### src/rtl/pc_fetch_ctrl_pkg.sv
// Shared types and constants for the fetch sequencing controller and the PC register block.
package pc_fetch_ctrl_pkg;

  typedef enum logic [1:0] {
    ST_RUN       = 2'd0,
    ST_LOAD_WAIT = 2'd1,
    ST_FLUSH     = 2'd2,
    ST_HALT      = 2'd3
  } fetch_state_e;

  localparam logic [31:0] RESET_PC_VEC = 32'h0000_0014;

endpackage

### src/rtl/pc_fetch_wait_cnt.sv
// Load wait counter: cleared on load issue, counts LOAD_WAIT cycles and flags
// the cycle in which the next count value reaches MAX_WAIT-1.
module pc_fetch_wait_cnt #(
  parameter int MAX_WAIT = 8
) (
  input  logic clk,
  input  logic rst_n,
  input  logic clr,
  input  logic inc,
  output logic timeout
);

  localparam int CW = (MAX_WAIT > 2) ? $clog2(MAX_WAIT) : 1;

  logic [CW-1:0] cnt_q;
  logic [CW-1:0] cnt_d;

  always_comb begin
    cnt_d   = cnt_q;
    timeout = 1'b0;
    if (clr) begin
      cnt_d = '0;
    end else if (inc) begin
      cnt_d   = cnt_q + CW'(1);
      timeout = (cnt_d == CW'(MAX_WAIT - 1));
    end
  end

  always_ff @(posedge clk or negedge rst_n) begin
    if (!rst_n) cnt_q <= '0;
    else        cnt_q <= cnt_d;
  end

endmodule

### src/rtl/pc_fetch_ctrl.sv
// PC sequencing controller: PC stall, delayed PC for the branch adder, flush on
// taken redirects, load-latency absorption with timeout, and halt handling.
module pc_fetch_ctrl
  import pc_fetch_ctrl_pkg::*;
#(
  parameter logic [31:0] RESET_PC = RESET_PC_VEC,
  parameter int          MAX_WAIT = 8,
  parameter int          CNT_W    = 32
) (
  input  logic             clk,
  input  logic             rst_n,
  input  logic [31:0]      pc,
  input  logic             load_issue,
  input  logic             dmem_rvalid,
  input  logic             branch_taken,
  input  logic             halt_req,
  input  logic             resume,
  output logic             pc_stall,
  output logic [31:0]      pc_delayed,
  output logic             flush,
  output logic             instr_valid,
  output logic             halted,
  output logic             wait_timeout,
  output logic [CNT_W-1:0] stall_count
);

  fetch_state_e     state_q, state_d;
  logic [31:0]      pc_delayed_q, pc_delayed_d;
  logic             flush_q, flush_d;
  logic             instr_valid_q, instr_valid_d;
  logic             halted_q, halted_d;
  logic             wait_timeout_q, wait_timeout_d;
  logic [CNT_W-1:0] stall_count_q, stall_count_d;
  logic             wait_hit;

  pc_fetch_wait_cnt #(.MAX_WAIT(MAX_WAIT)) u_wait_cnt (
    .clk     (clk),
    .rst_n   (rst_n),
    .clr     (state_q == ST_RUN),
    .inc     (state_q == ST_LOAD_WAIT),
    .timeout (wait_hit)
  );

  // Decoded from state and control inputs only, never from pc.
  always_comb begin
    pc_stall = (state_q == ST_LOAD_WAIT) || (state_q == ST_HALT) ||
               ((state_q == ST_RUN) && (halt_req || (load_issue && !branch_taken)));
  end

  always_comb begin
    state_d        = state_q;
    wait_timeout_d = 1'b0;
    case (state_q)
      ST_RUN: begin
        if (halt_req)          state_d = ST_HALT;
        else if (branch_taken) state_d = ST_FLUSH;
        else if (load_issue)   state_d = ST_LOAD_WAIT;
      end
      ST_LOAD_WAIT: begin
        if (dmem_rvalid) begin
          state_d = ST_RUN;
        end else if (wait_hit) begin
          state_d        = ST_RUN;
          wait_timeout_d = 1'b1;
        end
      end
      ST_FLUSH: state_d = ST_RUN;
      ST_HALT: begin
        if (resume && !halt_req) state_d = ST_RUN;
      end
      default: state_d = ST_RUN;
    endcase

    pc_delayed_d  = pc_stall ? pc_delayed_q : pc;
    flush_d       = (state_d == ST_FLUSH);
    halted_d      = (state_d == ST_HALT);
    instr_valid_d = (state_d != ST_FLUSH) && (state_d != ST_HALT);
    stall_count_d = stall_count_q + (pc_stall ? CNT_W'(1) : CNT_W'(0));
  end

  always_ff @(posedge clk or negedge rst_n) begin
    if (!rst_n) begin
      state_q        <= ST_RUN;
      pc_delayed_q   <= RESET_PC;
      flush_q        <= 1'b0;
      instr_valid_q  <= 1'b0;
      halted_q       <= 1'b0;
      wait_timeout_q <= 1'b0;
      stall_count_q  <= '0;
    end else begin
      state_q        <= state_d;
      pc_delayed_q   <= pc_delayed_d;
      flush_q        <= flush_d;
      instr_valid_q  <= instr_valid_d;
      halted_q       <= halted_d;
      wait_timeout_q <= wait_timeout_d;
      stall_count_q  <= stall_count_d;
    end
  end

  assign pc_delayed   = pc_delayed_q;
  assign flush        = flush_q;
  assign instr_valid  = instr_valid_q;
  assign halted       = halted_q;
  assign wait_timeout = wait_timeout_q;
  assign stall_count  = stall_count_q;

endmodule

### config.mk
export PLATFORM = sky130hd
export DESIGN_NAME = pc_fetch_ctrl
export DESIGN_NICKNAME = d
export VERILOG_FILES = /design/src/rtl/pc_fetch_ctrl_pkg.sv /design/src/rtl/pc_fetch_wait_cnt.sv /design/src/rtl/pc_fetch_ctrl.sv
export SDC_FILE = /design/constraint.sdc
export NUM_CORES = 1
export LEC_CHECK = 0
export CORE_MARGIN = 2
export CORE_UTILIZATION = 44
export CTS_CLUSTER_SIZE = 28
export DETAILED_ROUTE_END_ITERATION = 7
export MAX_ROUTING_LAYER = met4
export PLACE_DENSITY_LB_ADDON = 0.1
export SYNTH_ARGS = -nofsm -noshare
export SYNTH_HDL_FRONTEND = slang
export SYNTH_SLANG_ARGS = --single-unit
### constraint.sdc
create_clock -name clk -period 3.2 [get_ports clk]
set_clock_uncertainty 0.2 [all_clocks]
set_input_delay 0.64 -clock clk [delete_from_list [all_inputs] [get_ports clk]]
set_output_delay 0.64 -clock clk [all_outputs]
set_load 0.02 [all_outputs]
### Word level (Yosys, flattened, before mapping)

Cells that the tools add are included.
W data, S select, Z words.

* memory bits (read-only): 0
* output and inout bits: 69
* bits in registers: 73
* latch bits: 0
* memories: 0
* RAM bits: 0

* order comparisons: 0
* bitwise operators: 0
* $add $sub $neg: 2
* reduce and logical (&&, ||, !) cells: 11
* muxes and demuxes: 15
* multipliers: 0
* shift operators: 0
* divide/modulo/power cells: 0
* equal/unequal tests: 8

Operators by type and width (number)
* $add A32 B1 Y32: 1
* $mux W2: 6
* $eq A2 B2 Y1 const B: 4
* $pmux W2 S4: 1
* $mux W1: 6
* $mux W3: 2
* $logic_and A1 B1 Y1: 4
* $ne A2 B2 Y1 const B: 2
* $add A3 B1 Y3 const B: 1
* $eq A3 B3 Y1 const B: 1
* $logic_or A1 B1 Y1: 3
* $eq A2 B1 Y1 const B: 1
* $logic_not A1 Y1: 2
* $logic_not A2 Y1: 1
* $reduce_bool A2 Y1: 1

### Depth between registers and ports, before layout

* word-level depth: 9
* mapped depth: 11
* depth with buffers taken out: 10

### Modules after synthesis

Synthesis repeated with hierarchy kept, for this count alone.

* cell total of the unflattened synthesis: 230
* area total of the unflattened synthesis: 3046.7 um^2

Modules (own cells, without submodules)
* pc_fetch_ctrl: area each 2867.8 um^2, cells an instance 213, times used 1, sequential area each 1754.2 um^2
* pc_fetch_wait_cnt: area each 178.9 um^2, cells an instance 17, times used 1, sequential area each 75.1 um^2

### Worst setup path after synthesis

Ideal clock, no wire load.

* kind: input port to flip-flop
* start: input load_issue
* end: register stall_count_q[22] (netlist: stall_count[22])
* data required time: 2.871 ns
* stages on the path: 11
* setup slack: 0.123 ns
* arrival: 2.747 ns
* path through: inv_1 > o21ai_0 > a21oi_1 > buf_2 > inv_1 > ha_1 > ha_1 > nand4_2 > nor4_4 > nand4_1 > xnor2_1

* word-level cells in the longest chain between the ends: 6

RTL lines
* start: declaration: line pc_fetch_ctrl.sv:13 `input logic load_issue,`
* $logic_and A1 B1 Y1: line pc_fetch_ctrl.sv:47 `((state_q == ST_RUN) && (halt_req || (load_issue && !branch_taken)));`
* $logic_or A1 B1 Y1: line pc_fetch_ctrl.sv:47
* $logic_and A1 B1 Y1: line pc_fetch_ctrl.sv:47
* $logic_or A1 B1 Y1: line pc_fetch_ctrl.sv:46 `pc_stall = (state_q == ST_LOAD_WAIT) || (state_q == ST_HALT) ||`
* via pc_stall: line pc_fetch_ctrl.sv:18 `output logic pc_stall,`
* $mux W1: line pc_fetch_ctrl.sv:78 `stall_count_d = stall_count_q + (pc_stall ? CNT_W'(1) : CNT_W'(0));`
* $add A32 B1 Y32: line pc_fetch_ctrl.sv:78
* via stall_count_d[22]: line pc_fetch_ctrl.sv:33 `logic [CNT_W-1:0] stall_count_q, stall_count_d;`
* end signal: assignment: line pc_fetch_ctrl.sv:97 `stall_count_q <= stall_count_d;`
* end: declaration: line pc_fetch_ctrl.sv:33

The timed path passes the listed nets, and every way through them passes these cells.
A chain may end at the register's enable or synchronous reset.

### Final worst setup path

* start: input load_issue
* end: output pc_stall

* word-level cells in the longest chain between the ends: 4

RTL lines (line)
* $logic_and A1 B1 Y1: pc_fetch_ctrl.sv:47
* $logic_or A1 B1 Y1: pc_fetch_ctrl.sv:47
* $logic_and A1 B1 Y1: pc_fetch_ctrl.sv:47
* $logic_or A1 B1 Y1: pc_fetch_ctrl.sv:46
* end: declaration: pc_fetch_ctrl.sv:18

No other way between the ends.

==> results.py <==
metrics = {
    "outcome": {
        "status": "finished clean",
    },
    "final_layout": {
        "final_cells": 434,
        "syn_to_final_growth_pct": 46.75,
        "diodes": 0,
        "nNetsFinal": 392,
        "design_area_sq_mm": 0.004407,
        "drive_above_1_share_pct": 18.64,
    },
    "worst_setup_path": {
        "end_kind": "primary output",
        "max_stage_delay_ps": 620,
        "arrival_ps": 2180,
        "start_kind": "input pin",
        "r2r_slack_ps": 890,
        "crit_required_ps": 2360,
        "cp_max_fo": 2,
        "worstRegToRegCells": 10,
        "path_class": "input pin to primary output",
        "crit_path_top_delay_cell": "clkdlybuf4s50_1",
        "r2r-start": "state_q[1]",
        "cp_cell_sequence": "clkdlybuf4s50_1 -> inv_1 -> o21ai_0 -> buf_4 -> a21oi_4 -> inv_1 -> clkdlybuf4s50_1",
        "timing.rr.end": "stall_count[30]",
    },
    "sta": {
        "slew_headroom_pct": 44.99,
        "hold_viol": 0,
        "fin_crit_sh_pct": 94.40,
        "tns_ps": 0,
        "fin_ws_ps": 179.2,
        "setup_viol": 0,
        "slew_viol_final": 0,
        "fin_crit_ps": 3021,
        "tightest_slew_ps": 825.2,
        "max_freq_ghz": 0.3310,
        "rsz0062_at_grt": "false",
    },
    "cts": {
        "cts_sinks": 73,
        "ctsLongestPathBuffers": 2,
        "clock_tree.htree_level_count": 3,
        "cts_resized": 0,
        "clkTransAtPathRegs_ps": 70,
        "cts_setup_buffers": 0,
        "cts_tree": "done",
        "cts_hold_buf": 0,
        "cts_made_buffers": 9,
        "insertion_delay_ps": 320,
        "cts_root_buf": "clkbuf_8",
    },
    "floorplan": {
        "io_pins": 108,
        "die_h_microns": 86.61,
        "fp.dieW_microns": 86.61,
        "start_util_pct": 44.94,
        "rows": 30,
        "dieArea_sq_mm": 0.007501,
        "coreArea_sq_mm": 0.006681,
    },
    "global_route": {
        "grt_first_pass_wirelength_mm": 10.46,
        "overflow": 0,
        "grt_pass1_vias": 2196,
        "antenna_found_initial": 0,
        "grtUsageTotal_pct": 18.49,
        "grt_max_degree": 39,
    },
    "power_and_ir_drop": {
        "p_per_area_mw_per_mm2": 824.0,
        "power.total_uw": 3631,
        "peakVddDrop_mv": 0.4956,
        "p_leak_uw": 0.001929,
    },
    "run": {
        "cap_violations": 0,
    },
    "synth": {
        "yosys.area.top_type_share_pct": 59.17,
        "syn_inst": 225,
        "synthesis.nets": 268,
        "syn_area_sq_mm": 0.003003,
        "async_reset_ff_share_pct": 100.0,
        "synth_most_common_cell": "dfrtp_1",
        "synth.area.top_cells": "dfrtp_1, mux2_2, xnor2_1",
        "yosysSeqAreaShare_pct": 60.92,
        "ys_ff_latch": 73,
        "yosys_warnings": 0,
        "synth_commonest_cells": "dfrtp_1, mux2_2, xnor2_1",
        "ys_types": 29,
        "yosysTopAreaCell": "dfrtp_1",
        "synth_edf_count": 0,
        "synth_area_per_cell_sq_um": 13.35,
        "synth_ff_type": "dfrtp_1",
    },
    "hold_path": {
        "worstHoldPathType": "input pin to async pin",
    },
    "placed_design": {
        "dpl_cell_area_sq_mm": 0.004252,
        "dp_hpwl_mm": 4.592,
        "gp_congestion": 0.7848,
        "io_buffers": 107,
        "dp_cells": 418,
        "post-place-ws_ps": 51.10,
    },
    "routing": {
        "drtIter0Drc": 69,
        "wirelength_mm": 6.243,
        "vias": 2160,
        "detail-route-antenna-nets": 0,
        "post_drt_wl_per_cell_microns": 14.38,
        "drt_first_pass_iters": 4,
        "drcViolationCount": 0,
        "vias_per_cell": 4.977,
    },
}
-- registers in the layout, indices dropped and copies added, names as in the netlist --
register	flops
flush	1
halted	1
instr_valid	1
pc_delayed	32
stall_count	32
state_q	2
u_wait_cnt.cnt_q	3
wait_timeout	1
-- critical path: cells and delay by family --
family	cells	cell delay, ps
buffers and inverters	5	1320
AOI/OAI and AO/OA	2	210
-- through the flow --
| step | utilization (%) | hold slack (ps) |
|---|---|---|
| detailed placement | 63.63 | 266.5 |
| global route | 65.96 | 276.6 |
| floorplan | - | 144.4 |
| CTS | 65.96 | 223.0 |
| global placement | 63.63 | 261.8 |
| finish | 65.96 | 208.7 |
-- cells by family (layout without fill, tap and decap cells) --
family          count (synthesis)  in the layout  synth area share (%)
compound gates                 10             10                 2.000
flops                          73             73                 60.92
fa+ha+maj                       4              4                 1.667
mux                            32             32                 12.00
buf+inv                        12            141                 1.667
xor+xnor                       30             30                 8.750
simple gates                   64             64                 13.00
-- worst max path at each step --
stage | from | end | slack [ps] | depth (start not counted)
after floorplan | load_issue | stall_count[22] | 120 | 11
after global placement | load_issue | stall_count[30] | 70 | 13
after detailed placement | load_issue | stall_count[30] | 50 | 13
after CTS | load_issue | pc_stall | 160 | 7
after global routing | load_issue | pc_stall | 90 | 7
final | load_issue | pc_stall | 180 | 7
-- power breakdown --
| part | switching, uW | total [uW] | internal (uW) |
|---|---|---|---|
| logic | 748 | 1600 | 855 |
| clock network | 310 | 587 | 277 |
| registers | 208 | 1440 | 1230 |
| total | 1270 | 3630 | 2370 |
-- area by class of cell --
class	count	area, sq um
clock buffers	12	135.1
clock inverters	4	20.02
fillers	533	2275
inverters	7	26.28
multi-input cells	140	1135
flip-flops and latches	73	1829
well taps	80	100.1
repair buffers	118	1161
-- routing by layer --
metal  vias to the layer above  track usage (%)  share of wire [%]
met3                         5            4.190                5.9
met1                      1048            24.42                 46
li1                       1036                -                  -
met2                        71            27.90                 47
met5                         -                -                  0
met4                         0            7.244                1.2
-- cell usage in the layout, fill, tap and decap left out, types with 2 or more instances in the layout --
cell type	netlist	layout
nor4_4	2	2
nor2_1	6	6
dfstp_2	2	2
nor2b_1	2	2
o21bai_1	2	2
clkbuf_1	1	3
xor2_1	9	9
clkbuf_8	0	9
xnor2_1	21	21
nand2_1	10	10
o21ai_0	5	5
dfrtp_1	71	71
mux2_2	32	32
nor3_1	4	4
and3_1	4	4
clkdlybuf4s50_1	0	106
ha_1	4	4
clkinv_2	0	4
buf_4	0	10
nand3_1	16	16
and2_1	2	2
inv_1	7	7
nand4_1	9	9
nand4_2	2	2
and4_1	2	2
(Power assumes the default switching activity.)
==> RTL change 1 (same settings) <==
Remove the register `wait_timeout_q`: a continuous assignment takes its place, so the output `wait_timeout` follows one clock earlier.
--- a/src/rtl/pc_fetch_ctrl.sv
+++ b/src/rtl/pc_fetch_ctrl.sv
@@ -87,3 +87,2 @@
       halted_q       <= 1'b0;
-      wait_timeout_q <= 1'b0;
       stall_count_q  <= '0;
@@ -95,3 +94,2 @@
       halted_q       <= halted_d;
-      wait_timeout_q <= wait_timeout_d;
       stall_count_q  <= stall_count_d;
@@ -99,2 +97,4 @@
   end
+
+  assign wait_timeout_q = wait_timeout_d;
 
Check against the original RTL: not equivalent (Yosys sat finds a counterexample within 10 cycles, from zero or initial values and one cycle with rst_n low).
==> RTL change 1 against the unedited design <==
- worst setup slack worse by 0.020 ns
- wire length grew 5.6%
- synthesized area decreased by 0.83%
- total power increased by 3.0%
- sequential cell count is 1 lower
- synthesized cell count down 0.44%
- final area about the same
- highest routed layer unchanged
==> RTL change 1: results (changes against the unedited design) <==
Slew @ Worst Pin=0.503 ns (-0.322 ns); vias per cell=5.00 (+0.56%); vias in the first global route=2,102 (-4.3%); syn_nets=267 (-0.37%); Final HPWL DP=4790 um (+4.3%); GRT Util Overall=0.191 (+0.00579); Iteration-0 DRC Markers=84 (+22%); status=completed; register area share after synthesis=0.606 (-0.00328); top area cells in the synthesized netlist=dfrtp_1 59%, mux2_2 12%, xnor2_1 6.2%; antenna diode instance count=0 (unchanged); gp weighted congestion=0.775 (-1.3%); first-pass GRT wire length=10,600 um (+1.4%); nets=391 (-0.26%); largest net degree at the start of global routing=33 (-15%); Pleak=1.93 nW (about the same); Crit Path Max Fanout=2 (unchanged); synth unique cells=29 (unchanged); layout cells sized above 1=0.190 (+0.00390); met2 Use GR=0.276 (-0.00347); Skew-Pair Late Insertion Delay=between 0.3 and 0.4 ns; Global Route met1 Usage=0.259 (+0.0149); CP arrival=2.20 ns (+0.02 ns); Place WS=-0.00892 ns (-0.0600 ns); Hold Path Class=in -> async; maximum VDD drop=0.602 mV (+21%); drt wl/cell=15.4 um (+6.8%); GRT met3 Usage=0.0448 (+0.00286); Max Freq=329 MHz (-0.66%)
==> RTL change 1: cell types whose count changed in the layout (fill, tap and decap cells not counted), sizes merged <==
cell | before | now
bufinv | 0 | 1
clkbuf | 12 | 11
clkinv | 4 | 3
dfrtp | 71 | 70
==> RTL change 1: per-stage QoR <==
stage / util / cell area [um^2] / instances
after floorplan: - / 2980 / 224
after global placement: 0.654 / 4220 / 414
after detailed placement: 0.654 / 4220 / 414
after CTS: 0.683 / 4410 / 429
after global routing: 0.683 / 4410 / 429
final: 0.683 / 4410 / 429
==> RTL change 1: metal layers <==
metal  share of wire  up-vias
met2            0.48       69
met1            0.46     1044
met3           0.055        6
met4          0.0099        0
li1                -     1028
met5               0        -
==> RTL change 1: final timing paths <==
| kind | from | endpoint | slack (ns) | cells past startpoint |
|---|---|---|---|---|
| max | load_issue | pc_stall | 0.16 | 7 |
| min | rst_n | pc_delayed[25] | 0.06 | 1 |
| max reg2reg | state_q[1] | stall_count[22] | 0.84 | 10 |
| min reg2reg | stall_count[31] | stall_count[31] | 0.28 | 1 |
| max in group asynchronous | rst_n | stall_count[2] | 2.07 | 2 |
| min in group clk | stall_count[31] | stall_count[31] | 0.28 | 1 |
==> RTL change 1: cell families (layout without fill, tap and decap cells) <==
kind of cell | Yosys count | after routing | synth area share
adders and majority gates | 4 | 4 | 0.0168
xor gates and xnor gates | 30 | 30 | 0.0882
AOI/OAI and AO/OA | 10 | 10 | 0.0202
buffers and inverters | 12 | 140 | 0.0168
and+or+nand+nor | 64 | 64 | 0.131
DFF | 72 | 72 | 0.606
muxes | 32 | 32 | 0.121
==> RTL change 1: power by group <==
| part | internal, W | switching (W) | total [W] |
|---|---|---|---|
| Sequential | 0.00122 | 0.000208 | 0.00143 |
| Combinational | 0.000856 | 0.000758 | 0.00161 |
| Clock | 0.000374 | 0.000322 | 0.000696 |
==> RTL change 1: worst max-delay path: stages <==
cell and delay [ns]:
clkdlybuf4s50_1 0.45, inv_1 0.03, o21ai_0 0.16, buf_4 0.15, a21oi_4 0.05, inv_1 0.08
clkdlybuf4s50_1 0.63
==> RTL change 1: area by class of cell <==
type                            count  share of cell area
Clock inverter                      4              0.0102
Multi-Input combinational cell    140               0.257
Timing Repair Buffer              118               0.263
Sequential cell                    72               0.409
Clock buffer                       11              0.0321
Tap cell                           77              0.0219
Inverter                            7             0.00596
==> RTL change 2 (same settings) <==
Without the edit above. `MAX_WAIT` is set to 8 in 2 places; all go to 16.
--- a/src/rtl/pc_fetch_wait_cnt.sv
+++ b/src/rtl/pc_fetch_wait_cnt.sv
@@ -3,3 +3,3 @@
 module pc_fetch_wait_cnt #(
-  parameter int MAX_WAIT = 8
+  parameter int MAX_WAIT = 16
 ) (
--- a/src/rtl/pc_fetch_ctrl.sv
+++ b/src/rtl/pc_fetch_ctrl.sv
@@ -6,3 +6,3 @@
   parameter logic [31:0] RESET_PC = RESET_PC_VEC,
-  parameter int          MAX_WAIT = 8,
+  parameter int          MAX_WAIT = 16,
   parameter int          CNT_W    = 32
Function: changed (Yosys sat finds a counterexample within 10 cycles, from zero or initial values and one cycle with rst_n low).
==> RTL change 2 against the unedited design <==
- final cell count is 5.3% higher
- worst setup slack worse by 0.031 ns
- synthesized area is 3.1% higher
- final area is 2.1% higher
- fmax is 1.0% lower
- wire length is 2.4% higher
- core utilization is 0.25 points higher
- clock power is 24% higher
- register-to-register slack better by 0.04 ns
- sequential cell count is 1 higher
- total power is 3.7% higher
==> RTL change 2: results (changes against the unedited design) <==
CP max stage cell=clkdlybuf4s50_1; status=completed; drt pass-1 iters=4 (unchanged); Place WS=0.144 ns (+0.0925 ns); root buffer cell=clkbuf_8; Syn Inst Count=239 (+6.2%); Crit Path Max Fanout=2 (unchanged); CTS resizes=0 (unchanged); gp weighted congestion=0.745 (-5.1%); Final HPWL DP=4510 um (-1.8%); Synth top cells by count=72 x dfrtp_1, 32 x mux2_2, 26 x xnor2_1; final WL=6390 um (+2.4%); clock-pin slew on the worst setup and hold paths=0.07 ns (about the same); placed cell area=4290 um^2 (+0.97%); IO Port Bufs=107 (unchanged); register area share after synthesis=0.599 (-0.0101); GRT Util Overall=0.182 (-0.00254); first-pass GRT wire length=10,600 um (+1.1%); nets=399 (+1.8%); relative slew slack=0.381 (-0.0692); layout cells sized above 1=0.163 (-0.0230); cell count after placement=441 (+5.5%); total CTS buffers=9 (unchanged); Clock Tree Buf Depth=2 (unchanged); setup repair bufs after CTS=0 (unchanged); Hold Path Class=in -> async; total number of vias=2,250 (+4.2%); Critical Path Max Stage Delay=0.61 ns; CTS H-tree lvls=3 (unchanged); CP top delay family=buffers and inverters; maximum VDD drop=0.527 mV (+6.4%); CP arrival=2.21 ns (+0.03 ns); largest net degree at the start of global routing=75 (+92%); Skew-Pair Late Insertion Delay=about 0.33 ns; Pleak=1.90 nW (-1.3%); synth unique cells=28 (-3.4%); Iteration-0 DRC Markers=122 (+77%); initial antenna violation count=0 (unchanged); vias in the first global route=2,206 (+0.46%); antenna diode instance count=0 (unchanged); Final ANT Viol Nets=0 (unchanged); top area cells in the synthesized netlist=dfrtp_1 58%, mux2_2 12%, xnor2_1 7.4%; internal power=0.00249 W (+5.2%); Async SR Flop Fraction=1.00 (unchanged); drt wl/cell=14.0 um (-2.8%); syn_nets=282 (+5.2%); Warnings, synthesis=0 (unchanged)
RTL change 2: cell count changes after synthesis, moves of 3 or more:
cell / before / now
and3_1: 4 / 7
nand2_1: 10 / 13
nand4b_1: 1 / 4
o21ai_0: 5 / 8
xnor2_1: 21 / 26
xor2_1: 9 / 5
RTL change 2: per-layer routing:
metal / track usage / share of wire / vias to the layer above
met5: - / 0 / -
met4: 0.0671 / 0.010 / 0
met3: 0.0443 / 0.068 / 7
met2: 0.264 / 0.45 / 73
met1: 0.250 / 0.48 / 1105
li1: - / - / 1065
RTL change 2: path summary, 6_finish.rpt:
kind                                 startpoint              end  slack [ns]  cells after the start
worst max-delay path               branch_taken         pc_stall        0.15                      6
worst min-delay path                      rst_n   pc_delayed[10]        0.25                      1
worst max register to register       state_q[1]  stall_count[17]        0.93                      9
worst min register to register  stall_count[31]  stall_count[31]        0.29                      1
max in group asynchronous                 rst_n    pc_delayed[5]        1.95                      1
min in group clk                stall_count[31]  stall_count[31]        0.29                      1
RTL change 2: kinds of logic after synthesis:
kind of cell,Yosys count,share of synthesized area
xor gates and xnor gates,31,0.0877
adders and majority gates,4,0.0162
AOI/OAI and AO/OA,12,0.0202
buffers and inverters,12,0.0166
DFF,74,0.599
and+or+nand+nor,74,0.144
muxes,32,0.116
RTL change 2: power by group through the flow:
stage	sequential [W]	clock, W	combinational, W
4_1_cts	0.00146	0.000758	0.00161
2_1_floorplan	0.00178	0	0.000542
6_report	0.00145	0.000728	0.00158
5_1_grt	0.00150	0.000801	0.00171
3_3_place_gp	0.00146	0	0.00158
3_5_place_dp	0.00147	0	0.00160
RTL change 2: layout make-up:
class                   instances  area [um^2]
clock buffers                  12          155
well taps                      96          120
repair buffers                112         1110
flip-flops and latches         74         1850
clock inverters                 4         50.0
inverters                       6         22.5
multi-input cells             153         1190
fillers                       548         2300
